File: src/rtl/mult_div_ctrl_pkg.sv
// Shared definitions for the iterative multiply/divide sequencer.
// Optional feature macro: MULT_DIV_UNSIGNED_EN (enables multu/divu decoding).
package mult_div_pkg;

  localparam int DEF_WIDTH = 32;
  localparam int DEF_ITER  = 32;
  localparam int ITER_LAST = DEF_ITER - 1;

  typedef enum logic [2:0] {
    IDLE,
    LOAD,
    RUN,
    FIX,
    DONE
  } state_t;

  localparam logic [1:0] OP_MULT  = 2'b00;
  localparam logic [1:0] OP_DIV   = 2'b01;
  localparam logic [1:0] OP_MULTU = 2'b10;
  localparam logic [1:0] OP_DIVU  = 2'b11;

  // Two's complement magnitude; |0x80000000| stays 0x80000000 read as unsigned.
  function automatic logic [31:0] abs32(input logic [31:0] v);
    return v[31] ? (~v + 32'd1) : v;
  endfunction

endpackage

File: src/rtl/mult_div_ctrl_if.sv
// Request/result bundle between the main control unit and the mult/div sequencer.
interface mult_div_ctrl_if #(
  parameter int WIDTH = 32
);

  logic             Start;
  logic [1:0]       Op;
  logic [WIDTH-1:0] A;
  logic [WIDTH-1:0] B;
  logic             Busy;
  logic             Done;
  logic             DivZero;
  logic [WIDTH-1:0] Hi;
  logic [WIDTH-1:0] Lo;

  // Control unit side: issues requests, observes status and HI/LO.
  modport master (
    output Start, Op, A, B,
    input  Busy, Done, DivZero, Hi, Lo
  );

  // Sequencer side.
  modport slave (
    input  Start, Op, A, B,
    output Busy, Done, DivZero, Hi, Lo
  );

endinterface

File: src/rtl/mult_div_ctrl_step.sv
// One iteration of the shift-add multiply or restoring divide loop.
// Multiply: acc = {partial product, remaining multiplier bits}, shifts right.
// Divide:   acc = {partial remainder, dividend/quotient bits}, shifts left.
module mult_div_step
  import mult_div_pkg::*;
#(
  parameter int WIDTH = DEF_WIDTH
) (
  input  logic [2*WIDTH-1:0] acc_i,
  input  logic [WIDTH-1:0]   opnd_i,
  input  logic               div_i,
  output logic [2*WIDTH-1:0] acc_o
);

  logic [WIDTH:0]   sum;
  logic [WIDTH+1:0] trial;
  logic             unused_trial_msb;

  // A kept trial difference is below the divisor, so bit WIDTH is always zero there.
  assign unused_trial_msb = trial[WIDTH];

  // Select the multiply or divide update of the accumulator.
  always_comb begin
    sum   = {1'b0, acc_i[2*WIDTH-1:WIDTH]} + (acc_i[0] ? {1'b0, opnd_i} : '0);
    // Shifted remainder is WIDTH+1 bits wide; one extra bit holds the borrow.
    trial = {1'b0, acc_i[2*WIDTH-1:WIDTH-1]} - {2'b00, opnd_i};
    if (div_i) begin
      if (!trial[WIDTH+1]) begin
        acc_o = {trial[WIDTH-1:0], acc_i[WIDTH-2:0], 1'b1};
      end else begin
        acc_o = {acc_i[2*WIDTH-2:0], 1'b0};
      end
    end else begin
      acc_o = {sum, acc_i[WIDTH-1:1]};
    end
  end

endmodule

File: src/rtl/mult_div_ctrl.sv
// Iterative mult/div/multu/divu sequencer with HI/LO result registers.
// Optional feature macro: MULT_DIV_UNSIGNED_EN. When undefined, Op[1] is
// ignored and every operation runs as signed mult/div with the same latency.
module mult_div_ctrl
  import mult_div_pkg::*;
#(
  parameter int WIDTH = DEF_WIDTH,
  parameter int ITER  = DEF_ITER
) (
  input  logic           clk,
  input  logic           reset,
  mult_div_ctrl_if.slave bus
);

  localparam int CNT_W = $clog2(ITER) + 1;

  // The datapath and the shared iteration constant assume 32-bit operands.
  if (WIDTH != 32 || ITER != WIDTH) begin : g_bad_cfg
    $error("mult_div_ctrl supports only WIDTH == ITER == 32");
  end

  state_t             state_q;
  logic               div_q;
  logic               uns_q;
  logic               sign_a_q;
  logic               sign_b_q;
  logic [WIDTH-1:0]   a_q;
  logic [WIDTH-1:0]   b_q;
  logic [WIDTH-1:0]   opnd_q;
  logic [2*WIDTH-1:0] acc_q;
  logic [CNT_W-1:0]   cnt_q;
  logic [WIDTH-1:0]   hi_q;
  logic [WIDTH-1:0]   lo_q;
  logic               busy_q;
  logic               done_q;
  logic               divzero_q;

  logic               start_div_d;
  logic               start_uns_d;
  logic [WIDTH-1:0]   mag_a_d;
  logic [WIDTH-1:0]   mag_b_d;
  logic [2*WIDTH-1:0] acc_step_d;
  logic [2*WIDTH-1:0] prod_fix_d;
  logic [WIDTH-1:0]   quot_fix_d;
  logic [WIDTH-1:0]   rem_fix_d;

  // Decode the requested operation at the request port.
  always_comb begin
    start_div_d = 1'b0;
    case (bus.Op)
      OP_MULT:  start_div_d = 1'b0;
      OP_DIV:   start_div_d = 1'b1;
      OP_MULTU: start_div_d = 1'b0;
      OP_DIVU:  start_div_d = 1'b1;
      default:  start_div_d = 1'b0;
    endcase
`ifdef MULT_DIV_UNSIGNED_EN
    start_uns_d = (bus.Op == OP_MULTU) || (bus.Op == OP_DIVU);
`else
    start_uns_d = 1'b0;
`endif
  end

  // Operand magnitudes for the work registers; unsigned ops use raw values.
  always_comb begin
    mag_a_d = uns_q ? a_q : abs32(a_q);
    mag_b_d = uns_q ? b_q : abs32(b_q);
  end

  mult_div_step #(
    .WIDTH (WIDTH)
  ) u_step (
    .acc_i  (acc_q),
    .opnd_i (opnd_q),
    .div_i  (div_q),
    .acc_o  (acc_step_d)
  );

  // Sign fix-up: quotient/product follow sign(A)^sign(B), remainder follows A.
  always_comb begin
    prod_fix_d = (sign_a_q ^ sign_b_q) ? (~acc_q + 1'b1) : acc_q;
    quot_fix_d = (sign_a_q ^ sign_b_q) ? (~acc_q[WIDTH-1:0] + 1'b1) : acc_q[WIDTH-1:0];
    rem_fix_d  = sign_a_q ? (~acc_q[2*WIDTH-1:WIDTH] + 1'b1) : acc_q[2*WIDTH-1:WIDTH];
  end

  // Sequencer FSM with registered status outputs and HI/LO.
  always_ff @(posedge clk) begin
    if (reset) begin
      state_q   <= IDLE;
      div_q     <= 1'b0;
      uns_q     <= 1'b0;
      sign_a_q  <= 1'b0;
      sign_b_q  <= 1'b0;
      a_q       <= '0;
      b_q       <= '0;
      opnd_q    <= '0;
      acc_q     <= '0;
      cnt_q     <= '0;
      hi_q      <= '0;
      lo_q      <= '0;
      busy_q    <= 1'b0;
      done_q    <= 1'b0;
      divzero_q <= 1'b0;
    end else begin
      case (state_q)
        IDLE: begin
          if (bus.Start) begin
            if (start_div_d && (bus.B == '0)) begin
              // Divide by zero short-circuits straight to completion.
              state_q   <= DONE;
              done_q    <= 1'b1;
              divzero_q <= 1'b1;
            end else begin
              div_q   <= start_div_d;
              uns_q   <= start_uns_d;
              a_q     <= bus.A;
              b_q     <= bus.B;
              busy_q  <= 1'b1;
              state_q <= LOAD;
            end
          end
        end
        LOAD: begin
          sign_a_q <= !uns_q && a_q[WIDTH-1];
          sign_b_q <= !uns_q && b_q[WIDTH-1];
          // Low half carries the multiplier (mult) or dividend (div).
          acc_q    <= {{WIDTH{1'b0}}, div_q ? mag_a_d : mag_b_d};
          opnd_q   <= div_q ? mag_b_d : mag_a_d;
          cnt_q    <= '0;
          state_q  <= RUN;
        end
        RUN: begin
          acc_q <= acc_step_d;
          cnt_q <= cnt_q + 1'b1;
          if (cnt_q == CNT_W'(ITER_LAST)) begin
            state_q <= FIX;
          end
        end
        FIX: begin
          if (div_q) begin
            hi_q <= rem_fix_d;
            lo_q <= quot_fix_d;
          end else begin
            hi_q <= prod_fix_d[2*WIDTH-1:WIDTH];
            lo_q <= prod_fix_d[WIDTH-1:0];
          end
          busy_q  <= 1'b0;
          done_q  <= 1'b1;
          state_q <= DONE;
        end
        DONE: begin
          done_q    <= 1'b0;
          divzero_q <= 1'b0;
          state_q   <= IDLE;
        end
        default: begin
          state_q <= IDLE;
        end
      endcase
    end
  end

  assign bus.Busy    = busy_q;
  assign bus.Done    = done_q;
  assign bus.DivZero = divzero_q;
  assign bus.Hi      = hi_q;
  assign bus.Lo      = lo_q;

endmodule

File: src/flat_wrapper.sv
// flat-port wrapper written by rule: the top's interface ports become plain ports
module mult_div_ctrl_flat import mult_div_pkg::*;
#(
  parameter int WIDTH = DEF_WIDTH,
  parameter int ITER  = DEF_ITER
)
  (clk, reset, bus_Start, bus_Op, bus_A, bus_B, bus_Busy, bus_Done, bus_DivZero, bus_Hi, bus_Lo);
  mult_div_ctrl_if #(.WIDTH(WIDTH)) bus_i ();
  input  logic clk;
  input  logic reset;
  input wire logic [$bits(bus_i.Start)-1:0] bus_Start;
  input wire logic [$bits(bus_i.Op)-1:0] bus_Op;
  input wire logic [$bits(bus_i.A)-1:0] bus_A;
  input wire logic [$bits(bus_i.B)-1:0] bus_B;
  output wire logic [$bits(bus_i.Busy)-1:0] bus_Busy;
  output wire logic [$bits(bus_i.Done)-1:0] bus_Done;
  output wire logic [$bits(bus_i.DivZero)-1:0] bus_DivZero;
  output wire logic [$bits(bus_i.Hi)-1:0] bus_Hi;
  output wire logic [$bits(bus_i.Lo)-1:0] bus_Lo;
  assign bus_i.Start = bus_Start;
  assign bus_i.Op = bus_Op;
  assign bus_i.A = bus_A;
  assign bus_i.B = bus_B;
  assign bus_Busy = bus_i.Busy;
  assign bus_Done = bus_i.Done;
  assign bus_DivZero = bus_i.DivZero;
  assign bus_Hi = bus_i.Hi;
  assign bus_Lo = bus_i.Lo;
  mult_div_ctrl #(.WIDTH(WIDTH), .ITER(ITER)) u_core (.clk(clk), .reset(reset), .bus(bus_i));
endmodule
File: config.mk
export PLATFORM = sky130hd
export DESIGN_NAME = mult_div_ctrl_flat
export DESIGN_NICKNAME = d
export VERILOG_FILES = /design/src/rtl/mult_div_ctrl_pkg.sv /design/src/rtl/mult_div_ctrl_if.sv /design/src/rtl/mult_div_ctrl_step.sv /design/src/rtl/mult_div_ctrl.sv /design/src/flat_wrapper.sv
export SDC_FILE = /design/constraint.sdc
export NUM_CORES = 1
export LEC_CHECK = 0
export ABC_AREA = 0
export BUFFER_PORTS_ARGS = -buffer_cell sky130_fd_sc_hd__buf_2
export CORE_MARGIN = 5
export CORE_UTILIZATION = 50
export CTS_CLUSTER_DIAMETER = 50
export DETAILED_ROUTE_END_ITERATION = 7
export GPL_ROUTABILITY_DRIVEN = 0
export HOLD_SLACK_MARGIN = 0.05
export PLACE_DENSITY = 0.69
export SLEW_MARGIN = 0
export SYNTH_ARGS = -nofsm -noshare
export SYNTH_HDL_FRONTEND = slang
export SYNTH_SLANG_ARGS = --single-unit
File: constraint.sdc
create_clock -name clk -period 6.3 [get_ports clk]
set_input_delay 0.315 -clock clk [delete_from_list [all_inputs] [get_ports clk]]
set_output_delay 0.315 -clock clk [all_outputs]
set_load 0.02 [all_outputs]
==> results of run 1 <==
## area by class of cell
class / count / area share
multi-input cells: 1776 / 0.576
flip-flops and latches: 239 / 0.254
repair buffers: 204 / 0.0705
clock buffers: 39 / 0.0477
well taps: 442 / 0.0293
inverters: 62 / 0.0123
clock inverters: 19 / 0.0103
## tightest hold or removal path, stage by stage
cell,delay (ns)
buf_2,0.10
nand2_1,0.07
a21oi_1,0.06
## worst max path at each step
stage                            startpoint                       endpoint  slack (ns)
2_1_floorplan  u_core.acc_q[0]$_SDFFE_PP0P_  u_core.acc_q[62]$_SDFFE_PP0P_        3.10
3_3_place_gp   u_core.acc_q[0]$_SDFFE_PP0P_  u_core.acc_q[63]$_SDFFE_PP0P_        2.13
3_5_place_dp   u_core.acc_q[0]$_SDFFE_PP0P_  u_core.acc_q[63]$_SDFFE_PP0P_        2.05
4_1_cts        u_core.acc_q[0]$_SDFFE_PP0P_  u_core.acc_q[62]$_SDFFE_PP0P_        2.02
5_1_grt        u_core.acc_q[0]$_SDFFE_PP0P_  u_core.acc_q[63]$_SDFFE_PP0P_        1.68
6_report       u_core.acc_q[0]$_SDFFE_PP0P_  u_core.acc_q[63]$_SDFFE_PP0P_        1.96
## cell usage in the layout, fill, tap and decap left out, drive strengths merged, types with 67 or more instances in the layout
| cell | count |
|---|---|
| xor2 | 77 |
| buf | 152 |
| o21ai | 106 |
| dfxtp | 239 |
| nor2 | 242 |
| xnor2 | 83 |
| a21oi | 264 |
| inv | 67 |
| nand2 | 327 |
| ha | 69 |
## kinds of logic after synthesis
group,share of synthesized area
compound gates,0.266
xor+xnor,0.0852
buf+inv,0.0507
fa+ha+maj,0.0549
simple gates,0.224
flops,0.291
mux,0.0282
## per-layer routing
metal,vias to the layer above,wire length [um],track usage
met1,7770,22500,0.374
met2,670,22600,0.419
met4,0,1550,0.0848
met5,-,0,0
met3,108,4120,0.0373
li1,8204,-,-
## sequential cells by signal (all words and copies together) (netlist names)
name / flops
u_core.a_q: 32
u_core.acc_q: 64
u_core.b_q: 32
u_core.bus.Busy: 1
u_core.bus.DivZero: 1
u_core.bus.Done: 1
u_core.bus.Hi: 32
u_core.bus.Lo: 32
u_core.cnt_q: 6
u_core.div_q: 1
u_core.opnd_q: 32
u_core.sign_a_q: 1
u_core.sign_b_q: 1
u_core.state_q: 3
## power breakdown
part           switching (mW)  internal [mW]  leakage [nW]
sequential              0.356           1.76          1.94
combinational            2.91           1.57          4.82
clock                   0.763           1.09         0.516
## per-stage QoR
stage / hold WS [ns] / cell area (um2)
after floorplan: 0.432 / 16400
after global placement: 0.439 / 17300
after detailed placement: 0.443 / 17300
after CTS: 0.0515 / 18900
after global routing: 0.0569 / 18900
final: 0.0602 / 18900
==> results_dict.tcl, run 1 <==
set metrics [dict create \
    grt_pass1_wl_um 80200 \
    first_pass_iters 6 \
    drt-initial-drc-count 1488 \
    syn-num-nets 2376 \
    grt_antenna_before_repair 0 \
    nNetsFinal 2457 \
    die-height_um 191 \
    hold_depth 3 \
    area_growth_pct 14.8 \
    synth_area_leaders "dfxtp_1, a21oi_1, nand2_1, nor2_1, ha_1" \
    clk_latency_ns 0.53 \
    drv_cap 0 \
    fin_worst_skew_ns 0.0259 \
    grt_pass1_vias 15400 \
    cpMostUsedCell "o21ai_0" \
    layout-drive-gt1-share 0.104 \
    avgViaCountPerCell 6.02 \
    seq_area_um2 4790 \
    die_x_um 191 \
    status "finished clean" \
    rows 66 \
    setup_viol 0 \
    yosysMostFrequentCell "nand2_1" \
    multi_input_area_um2 10900 \
    synth-main-ff-cell "dfxtp_1" \
    hold_viol_final 0 \
    yosysSeqAreaShare 0.291 \
    period_minus_slack_ns 4.34 \
    start_kind "flop" \
    final_util 0.581 \
    finalMaxSlewViolations 0 \
    start_util 0.505 \
    coreArea_um2 32500 \
    r2r-start "u_core.acc_q[0]$_SDFFE_PP0P_" \
    synth.distinct_cells 78 \
    place_ws_ns 2.05 \
    cp_slowest_cell "inv_1" \
    io_pins 136 \
    hp-start "bus_A[26]" \
    synth_common_cells "nand2_1, a21oi_1, nor2_1, dfxtp_1, clkbuf_1" \
    synth_top_area_share 0.291 \
    slew_headroom 0.227 \
    rrSetupSlack_ns 1.96 \
    cp_cell_sequence "inv_1 -> nor2_1 -> ha_1 -> o21ai_0 -> a21oi_1 -> o31ai_1 -> a21oi_1 -> o31a_1 -> o21ai_0 -> o21ai_0 -> a41o_1 -> a32o_1" \
    path_buf_inv 1 \
    ir_drop_mv 0.479 \
    port_buffers 134 \
    critPathKind "flop to flop" \
    synth_area_leader_cell "dfxtp_1" \
    worstPathArrival_ns 4.74 \
    antenna_cells 0 \
    r2r_end "u_core.acc_q[63]$_SDFFE_PP0P_" \
    critical-path-top-delay-family "compound AO/OA/AOI/OAI gates" \
    post-cts-setup-buffer-count 0 \
    nFillCells 3138 \
    netlist_area_um2 16400 \
    min_to "u_core.a_q[26]$_SDFFE_PP0P_" \
    clock-sinks 239 \
    h-tree-depth 2 \
    power_density_nw_per_um2 447 \
    wirelength_um 50800 \
    r2r_cells 12 \
    via_count 16800 \
    synth-edff-count 0 \
    post-route-period-util 0.688 \
    wl_per_cell_um 18.3 \
    overflow 0 \
    cts_tree "yes" \
    power_mw 8.45 \
    critPathMaxFanout 31 \
    yosysWarnings 0 \
    slowest_delay_ns 0.80 \
    hold_path_class "primary input to flop" \
    synth_seq_cells 239 \
    fp.dieArea_um2 36600 \
    ant_nets 0 \
    worst-path-stages 12 \
    ctsLongestPathBuffers 3 \
    grt_usage 0.265 \
    crit_required_ns 6.71 \
    rsz0062_at_grt "no" \
    ys_async_sr_fraction 0 \
    tightestPinTransition_ns 1.16 \
    tns_ns 0 \
    syn_avg_cell_area_um2 7.36 \
    fmax_ghz 0.231 \
    cp-end-kind "flop" \
    synth_cells 2236 \
    worst_slack_ns 1.96 \
    drcViolationCount 0 \
    grt_max_degree 96 \
    cts_resized 0 \
    fin_cells 2781 \
    place_hpwl_um 37000 \
    numCtsBuffers 34 \
    root_buffer "clkbuf_16" \
    dp_cells 2671 \
    cts_hold_buf 52 \
    leakage_nw 7.28 \
    clk_pin_slew_worst_paths_ns 0.06 \
]
(Power assumes the default switching activity.)
==> run 2: changes to the inputs <==
--- a/config.mk
+++ b/config.mk
@@ -5,7 +5,7 @@
 export SDC_FILE = /design/constraint.sdc
 export NUM_CORES = 1
 export LEC_CHECK = 0
-export ABC_AREA = 0
+export ABC_AREA = 1
 export BUFFER_PORTS_ARGS = -buffer_cell sky130_fd_sc_hd__buf_2
 export CORE_MARGIN = 5
 export CORE_UTILIZATION = 50
@@ -13,7 +13,7 @@
 export DETAILED_ROUTE_END_ITERATION = 7
 export GPL_ROUTABILITY_DRIVEN = 0
 export HOLD_SLACK_MARGIN = 0.05
-export PLACE_DENSITY = 0.69
+export PLACE_DENSITY = 0.68
 export SLEW_MARGIN = 0
 export SYNTH_ARGS = -nofsm -noshare
 export SYNTH_HDL_FRONTEND = slang
==> constraint.sdc (replaced) <==
create_clock -name clk -period 4.2 [get_ports clk]
set_input_delay 0.21 -clock clk [delete_from_list [all_inputs] [get_ports clk]]
set_output_delay 0.21 -clock clk [all_outputs]
set_load 0.02 [all_outputs]
==> results_dict.tcl, run 2 <==
set metrics [dict create \
    status "finished clean" \
    io_pins 136 \
    synth_seq_cells 239 \
    cp_cell_sequence "ha_1 -> nand2_1 -> inv_1 -> nand2_1 -> o21bai_1 -> nand2_1 -> a21oi_4 -> nand2_4 -> inv_2 -> nand2_1 -> nand3_1 -> nand2_1 -> a21oi_1" \
    root_buffer "clkbuf_16" \
    port_buffers 134 \
    crit_required_ns 4.66 \
    hold_viol_final 0 \
    ctsLongestPathBuffers 3 \
    synth-main-ff-cell "dfxtp_1" \
    numCtsBuffers 35 \
    yosysMostFrequentCell "nand2_1" \
    hold_path_class "primary input to flop" \
    largest_reg_flops 64 \
    r2r_end "u_core.acc_q[63]$_SDFFE_PP0P_" \
    yosysWarnings 0 \
    via_count 22800 \
    fin_worst_skew_ns 0.0240 \
    r2r-start "u_core.acc_q[60]$_SDFFE_PP0P_" \
    clock-sinks 239 \
    fp.dieArea_um2 43100 \
    hold_ws_ns 0.0948 \
    wirelength_um 70900 \
    grt_usage 0.312 \
    leakage_nw 11.1 \
    overflow 0 \
    clk_pin_slew_worst_paths_ns 0.06 \
    dp_cells 3888 \
    worstPathArrival_ns 3.88 \
    multi_input_area_um2 12400 \
    netlist_area_um2 19500 \
    fmax_ghz 0.292 \
    grt_max_degree 122 \
    layout-drive-gt1-share 0.0772 \
    cpMostUsedCell "nand2_1" \
    tns_ns 0 \
    r2r_cells 13 \
    slew_headroom 0.279 \
    rrSetupSlack_ns 0.78 \
    drt-initial-drc-count 2570 \
    grt_antenna_before_repair 0 \
    antenna_cells 0 \
    place_hpwl_um 53000 \
    cp-end-kind "flop" \
    die-height_um 208 \
    setup_viol 0 \
    drv_cap 0 \
    ir_drop_mv 0.602 \
    finalMaxSlewViolations 0 \
    period_minus_slack_ns 3.42 \
    largest_register "u_core.acc_q" \
    synth_common_cells "nand2_1, inv_1, nor2_1, nand3_1, a21oi_1" \
    grt_pass1_wl_um 111000 \
    synth.distinct_cells 54 \
    hp-start "bus_Op[0]" \
    critPathKind "flop to flop" \
    nNetsFinal 3614 \
    ys_async_sr_fraction 0 \
    grt_pass1_vias 20700 \
    start_kind "flop" \
    ant_nets 0 \
    synth_area_leader_cell "dfxtp_1" \
    first_pass_iters 6 \
    cts_tree "yes" \
    tightestPinTransition_ns 1.08 \
    synth_top_area_share 0.245 \
    wl_per_cell_um 17.6 \
    cp_slowest_cell "dfxtp_1" \
    power_density_nw_per_um2 839 \
    seq_area_um2 4790 \
    drcViolationCount 0 \
    cts_resized 0 \
    synth_area_leaders "dfxtp_1, nand2_1, inv_1, nand3_1, a21oi_1" \
    coreArea_um2 38600 \
    rows 72 \
    synth-edff-count 0 \
    avgViaCountPerCell 5.69 \
    layout_commonest_cell "nand2_1" \
    die_x_um 208 \
    syn-num-nets 3487 \
    yosysSeqAreaShare 0.245 \
    min_to "u_core.div_q$_SDFFE_PP0P_" \
    area_growth_pct 14.8 \
    synth_cells 3347 \
    clk_latency_ns 0.56 \
    h-tree-depth 2 \
    mostFrequentLayoutCells "nand2_1, inv_1, nor2_1" \
    nFillCells 3874 \
    hold_depth 3 \
    fin_cells 4017 \
    syn_avg_cell_area_um2 5.83 \
    slowest_delay_ns 0.79 \
    rsz0062_at_grt "no" \
    start_util 0.505 \
    critPathMaxFanout 38 \
    post-route-period-util 0.815 \
]
==> run 2: cell types whose count changed after synthesis, sizes merged, moves of 20 or more <==
cell / before / now
inv: 61 / 477
or3: 28 / 0
nand2: 327 / 889
a211oi: 63 / 2
o21ai: 106 / 233
xnor2: 83 / 4
clkbuf: 144 / 105
nand4: 12 / 55
nor2: 242 / 344
nand3: 26 / 328
mux2i: 43 / 0
nor4: 30 / 10
o31ai: 32 / 4
==> run 2: stage by stage <==
step / power [mW] / instance area, um2 / setup slack, ns / utilization
finish: 18.8 / 22400 / 0.779 / 0.579
global route: 20.2 / 22400 / 0.593 / 0.579
CTS: 18.4 / 22400 / 0.890 / 0.579
detailed placement: 15.3 / 20500 / 0.906 / 0.532
global placement: 15.2 / 20500 / 0.918 / 0.532
floorplan: 12.2 / 19500 / 1.77 / -
==> run 2: area by class of cell <==
| type | instances | area share |
|---|---|---|
| Multi-Input combinational cell | 2489 | 0.553 |
| Sequential cell | 239 | 0.214 |
| Inverter | 480 | 0.0806 |
| Timing Repair Buffer | 229 | 0.0711 |
| Clock buffer | 42 | 0.0416 |
| Tap cell | 518 | 0.0289 |
| Clock inverter | 20 | 0.0109 |
==> run 2: where the power goes <==
| part | total (mW) | switching, mW | internal, mW |
|---|---|---|---|
| combinational | 12.4 | 8.75 | 3.62 |
| clock | 2.96 | 1.21 | 1.75 |
| sequential | 3.47 | 0.627 | 2.84 |
| total | 18.8 | 10.6 | 8.21 |
==> run 2: repair_timing <==
action	in CTS	in global routing
hold endpoints to repair	87	0
buffers inserted	0	0
hold buffers	67	0
==> run 2: logic make-up (layout without fill, tap and decap cells) <==
| kind of cell | Yosys count | count (layout) | synth area share |
|---|---|---|---|
| fa+ha+maj | 71 | 71 | 0.0463 |
| buf+inv | 619 | 771 | 0.122 |
| flops | 239 | 239 | 0.245 |
| xor+xnor | 82 | 82 | 0.0368 |
| simple gates | 1686 | 1686 | 0.364 |
| compound gates | 650 | 650 | 0.186 |
==> run 2: metal layers <==
layer / GRT usage / share of wire / vias up
li1: - / - / 11200
met1: 0.431 / 0.42 / 10400
met2: 0.489 / 0.43 / 1146
met3: 0.0449 / 0.093 / 192
met4: 0.130 / 0.052 / 0
met5: 0 / 0 / -
==> run 2: how the worst max path moves through the flow <==
stage	from	depth (start not counted)	endpoint
4_1_cts	u_core.acc_q[60]$_SDFFE_PP0P_	12	u_core.acc_q[32]$_SDFFE_PP0P_
3_3_place_gp	u_core.acc_q[60]$_SDFFE_PP0P_	12	u_core.acc_q[32]$_SDFFE_PP0P_
2_1_floorplan	u_core.acc_q[0]$_SDFFE_PP0P_	18	u_core.acc_q[63]$_SDFFE_PP0P_
6_report	u_core.acc_q[60]$_SDFFE_PP0P_	13	u_core.acc_q[63]$_SDFFE_PP0P_
5_1_grt	u_core.acc_q[60]$_SDFFE_PP0P_	13	u_core.acc_q[47]$_SDFFE_PP0P_
3_5_place_dp	u_core.acc_q[60]$_SDFFE_PP0P_	12	u_core.acc_q[32]$_SDFFE_PP0P_
==> run 2: critical path, delay by kind of cell, from the launching register on <==
family	cells	cell delay, ns
AO/OA/AOI/OAI	3	0.73
adder cells (fa/ha/maj)	1	0.41
buffers and inverters	2	0.34
flip-flops	1	0.79
AND/OR/NAND/NOR	7	1.01
